<file path="src/rtl/ts_pkg.sv">
// Shared types and constants for the countdown event timer.
`default_nettype none

package ts_pkg;

  typedef enum logic {
    IDLE = 1'b0,
    RUN  = 1'b1
  } state_t;

  localparam logic MODE_ONESHOT  = 1'b0;
  localparam logic MODE_PERIODIC = 1'b1;

  localparam logic [7:0] EXPIRE_CNT_MAX = 8'd255;

endpackage

`default_nettype wire

</file>
<file path="src/rtl/ts_prescaler.sv">
// Free-running clock divider; tick marks the last clock of each PRESCALE window.
`default_nettype none

module ts_prescaler #(
  parameter int PRESCALE = 4
) (
  input  logic clock,
  input  logic reset_n,
  input  logic enable,
  input  logic clear,
  output logic tick
);

  localparam int PW = $clog2(PRESCALE);
  localparam logic [PW-1:0] LAST = PW'(PRESCALE - 1);

  logic [PW-1:0] cnt;

  always_ff @(posedge clock or negedge reset_n) begin
    if (!reset_n) begin
      cnt <= '0;
    end else if (clear) begin
      cnt <= '0;
    end else if (enable) begin
      cnt <= (cnt == LAST) ? '0 : cnt + PW'(1);
    end
  end

  assign tick = enable && (cnt == LAST);

endmodule

`default_nettype wire

</file>
<file path="src/rtl/ts_event_timer.sv">
// Countdown event timer with valid/ready load, one-shot or periodic expiry,
// cancel and a saturating expiry counter.
`default_nettype none

module ts_event_timer
  import ts_pkg::*;
#(
  parameter int WIDTH    = 8,
  parameter int PRESCALE = 4
) (
  input  logic             clock,
  input  logic             reset_n,
  input  logic             load_valid,
  output logic             load_ready,
  input  logic [WIDTH-1:0] load_value,
  input  logic             mode,
  input  logic             cancel,
  output logic             busy,
  output logic             expire,
  output logic [WIDTH-1:0] count,
  output logic [7:0]       expire_cnt
);

  state_t           state, next_state;
  logic [WIDTH-1:0] reload;
  logic             mode_r;
  logic             tick;
  logic             accept;
  logic             run_tick;
  logic             expire_hit;

  // Prescaler sits at zero while idle so every accepted load starts a full window.
  ts_prescaler #(
    .PRESCALE (PRESCALE)
  ) u_prescaler (
    .clock   (clock),
    .reset_n (reset_n),
    .enable  (state == RUN),
    .clear   (state == IDLE),
    .tick    (tick)
  );

  assign load_ready = (state == IDLE);
  assign busy       = (state == RUN);
  assign accept     = (state == IDLE) && load_valid;
  assign run_tick   = (state == RUN) && !cancel && tick;
  assign expire_hit = run_tick && (count == '0);

  always_ff @(posedge clock or negedge reset_n) begin
    if (!reset_n) begin
      state <= IDLE;
    end else begin
      state <= next_state;
    end
  end

  always_comb begin
    next_state = state;
    case (state)
      IDLE: begin
        if (load_valid) next_state = RUN;
      end
      RUN: begin
        if (cancel) begin
          next_state = IDLE;
        end else if (expire_hit && (mode_r == MODE_ONESHOT)) begin
          next_state = IDLE;
        end
      end
      default: next_state = IDLE;
    endcase
  end

  always_ff @(posedge clock or negedge reset_n) begin
    if (!reset_n) begin
      count      <= '0;
      reload     <= '0;
      mode_r     <= MODE_ONESHOT;
      expire     <= 1'b0;
      expire_cnt <= '0;
    end else begin
      expire <= expire_hit;
      if (accept) begin
        count  <= load_value;
        reload <= load_value;
        mode_r <= mode;
      end else if (run_tick) begin
        if (count == '0) begin
          if (mode_r == MODE_PERIODIC) count <= reload;
          if (expire_cnt != EXPIRE_CNT_MAX) expire_cnt <= expire_cnt + 8'd1;
        end else begin
          count <= count - WIDTH'(1);
        end
      end
    end
  end

endmodule

`default_nettype wire

</file>
<file path="config.mk">
export PLATFORM = sky130hd
export DESIGN_NAME = ts_event_timer
export DESIGN_NICKNAME = d
export VERILOG_FILES = /design/src/rtl/ts_pkg.sv /design/src/rtl/ts_prescaler.sv /design/src/rtl/ts_event_timer.sv
export SDC_FILE = /design/constraint.sdc
export NUM_CORES = 1
export LEC_CHECK = 0
export ABC_AREA = 1
export CAP_MARGIN = 15
export CORE_ASPECT_RATIO = 1.75
export CORE_MARGIN = 10
export CORE_UTILIZATION = 39
export DETAILED_ROUTE_END_ITERATION = 8
export PLACE_DENSITY = 0.64
export SYNTH_ARGS = -nofsm -noshare
export SYNTH_HDL_FRONTEND = slang
export SYNTH_HIERARCHICAL = 1
export SYNTH_SLANG_ARGS = --single-unit
</file>
<file path="constraint.sdc">
create_clock -name clock -period 2.3 [get_ports clock]
set_input_delay 0.46 -clock clock [delete_from_list [all_inputs] [get_ports clock]]
set_output_delay 0.46 -clock clock [all_outputs]
set_load 0.02 [all_outputs]
</file>
==> results.json <==
{
  "max_slew_margin_pct": 75.0,
  "status": "finished clean",
  "grt_util_all_layers_pct": 11.1,
  "ioPinCount": 32,
  "synth_seq_cells": 29,
  "hold_buffers": 0,
  "layout_common_cells": "nand2_1 (85), clkdlybuf4s50_1 (31), dfrtp_1 (29), inv_1 (22), nand3_1 (19)",
  "cp-end-kind": "output pin",
  "crit_chain": "inv_2 > clkdlybuf4s50_1",
  "start_kind": "flop",
  "rows": 31,
  "diodes": 0,
  "die_area_um2": 7440,
  "syn-num-nets": 237,
  "finalClockSkew_ns": 0.00538,
  "max-clock-path-buffers": 2,
  "final_net_count": 276,
  "layout_commonest_cell": "nand2_1",
  "routed.top_layer": "met4",
  "antenna_found_initial": 0,
  "yosys_warnings": 6,
  "hold_path_class": "reg2reg",
  "ant_nets": 0,
  "ys_seq_area_share_pct": 43.2,
  "start_util_pct": 40.5,
  "gp_congestion": 0.832,
  "drv_slew": 0,
  "crit_type": "reg2out",
  "hpwl_mm": 3.05,
  "layout-drive-gt1-share_pct": 10.8,
  "p_leak_nw": 1.09,
  "met3_length_um": 196,
  "cts_tree": "yes",
  "cts.sinks": 29,
  "power.density_nw_per_um2": 944,
  "rsz0062_at_grt": "no",
  "cts.reportedPaths.clkPinSlew_ns": 0.06,
  "routed_wl_mm": 3.99,
  "grt_pass1_wl_mm": 6.95,
  "period_needed_ns": 1.94,
  "hold_path_depth": 2,
  "die_width_um": 69.6,
  "fin_setup_tns_ns": 0,
  "cts_buffers": 5,
  "wl_per_cell_um": 12.9,
  "met1Wirelength_mm": 1.54,
  "port_buffers": 31,
  "synthToLayoutAreaGrowth_pct": 27.8,
  "r2r_cells": 9,
  "cpPeakStageDelay_ns": 0.61,
  "worst_path_max_delay_cell": "clkdlybuf4s50_1",
  "clock_latency_ns": 0.28,
  "route.met2.wl_mm": 2.18,
  "timing.fmax_ghz": 0.515,
  "clock-root-buffer": "clkbuf_8",
  "finalHoldViolCount": 0,
  "coreArea_um2": 4150,
  "grt_pass1_vias": 1514,
  "ys_types": 24,
  "required_ns": 1.84,
  "crit_fanout": 7,
  "route.detailed.drc": 0,
  "grt_max_degree": 30,
  "timing.final.crit_share_pct": 84.3,
  "worstMarginPinSlew_ns": 0.374,
  "synth_area_um2": 1680,
  "cts_resized": 0,
  "via_per_inst": 4.82,
  "cts_setup_buffers": 0,
  "finalPower_mw": 2.03,
  "cts_max_level": 2,
  "fp.dieH_um": 107,
  "ir_worst_vdd_v": 0.000626,
  "overflow": 0,
  "syn_inst": 220,
  "setup_viol": 0,
  "synth.avg_cell_area_um2": 7.64,
  "via_count": 1484,
  "drv_cap": 0,
  "crit_arrival_ns": 1.48,
  "dr.pass1.iters": 4,
  "drtIter0Drc": 62
}
-- path summary, 6_finish.rpt --
| kind | startpoint | endpoint | slack [ns] |
|---|---|---|---|
| setup / recovery | busy | load_ready | 0.36 |
| hold / removal | reload[6] | reload[6] | 0.48 |
| setup reg to reg | count[0] | count[7] | 0.62 |
| hold reg to reg | reload[6] | reload[6] | 0.48 |
| max in group asynchronous | reset_n | expire_cnt[7] | 1.46 |
| min in group asynchronous | reset_n | expire | 0.56 |
-- layer usage --
metal / global-route usage, % / vias up
met5: 0 / -
met4: 5.10 / 0
met3: 3.42 / 7
met2: 20.7 / 28
met1: 10.8 / 686
li1: - / 763
-- critical path, delay by kind of cell (launching register included) --
kind                   cells  cell delay (ns)
flip-flops                 1             0.46
buffers and inverters      2             0.74
-- power breakdown --
part	leakage [nW]	switching, mW	total [mW]	internal, mW
combinational	0.670	0.497	0.849	0.352
clock	0.0443	0.187	0.424	0.237
sequential	0.371	0.140	0.756	0.616
-- synth_stat cells --
master | number | area, um2
nand2_1 | 85 | 319
dfrtp_1 | 29 | 726
inv_1 | 22 | 82.6
nand3_1 | 19 | 95.1
nor2_1 | 14 | 52.6
o21ai_0 | 9 | 45.0
a21oi_1 | 5 | 25.0
xnor2_1 | 5 | 43.8
ha_1 | 4 | 50.1
nor2_4 | 4 | 45.0
inv_2 | 3 | 11.3
nand2_2 | 3 | 18.8
clkinv_4 | 2 | 17.5
nand2_4 | 2 | 22.5
nand4_1 | 2 | 12.5
nor2_2 | 2 | 12.5
nor3_1 | 2 | 10.0
o21ai_1 | 2 | 10.0
buf_2 | 1 | 5.00
nand2_8 | 1 | 20.0
nor3_4 | 1 | 16.3
o21ai_4 | 1 | 16.3
xnor2_2 | 1 | 16.3
xor2_1 | 1 | 8.76
-- cell families after synthesis --
kind of cell | share of synthesized area [%]
adder cells (fa/ha/maj) | 2.98
AND/OR/NAND/NOR | 37.1
flip-flops | 43.2
AO/OA/AOI/OAI | 5.73
XOR/XNOR | 4.09
buffers and inverters | 6.92
-- stage by stage --
stage	area, um2	cells	worst slack, ns	hold slack, ns	utilization, %
after floorplan	1680	220	0.759	0.164	-
after CTS	2150	308	0.342	0.482	51.8
final	2150	308	0.360	0.479	51.8
after global placement	2060	301	0.469	0.467	49.7
after detailed placement	2060	301	0.423	0.468	49.7
after global routing	2150	308	0.315	0.524	51.8
-- cell type report --
class	count	area (um2)
multi-input cells	163	840
clock buffers	7	86.3
well taps	49	61.3
flip-flops and latches	29	726
repair buffers	33	325
inverters	27	111
fillers	410	2000
-- registers in the layout, summed over array words and instances (netlist names) --
register / count
u_prescaler/cnt: 2
reload: 8
expire_cnt: 8
expire: 1
mode_r: 1
busy: 1
count: 8
Power figures use the tool's default switching activity.
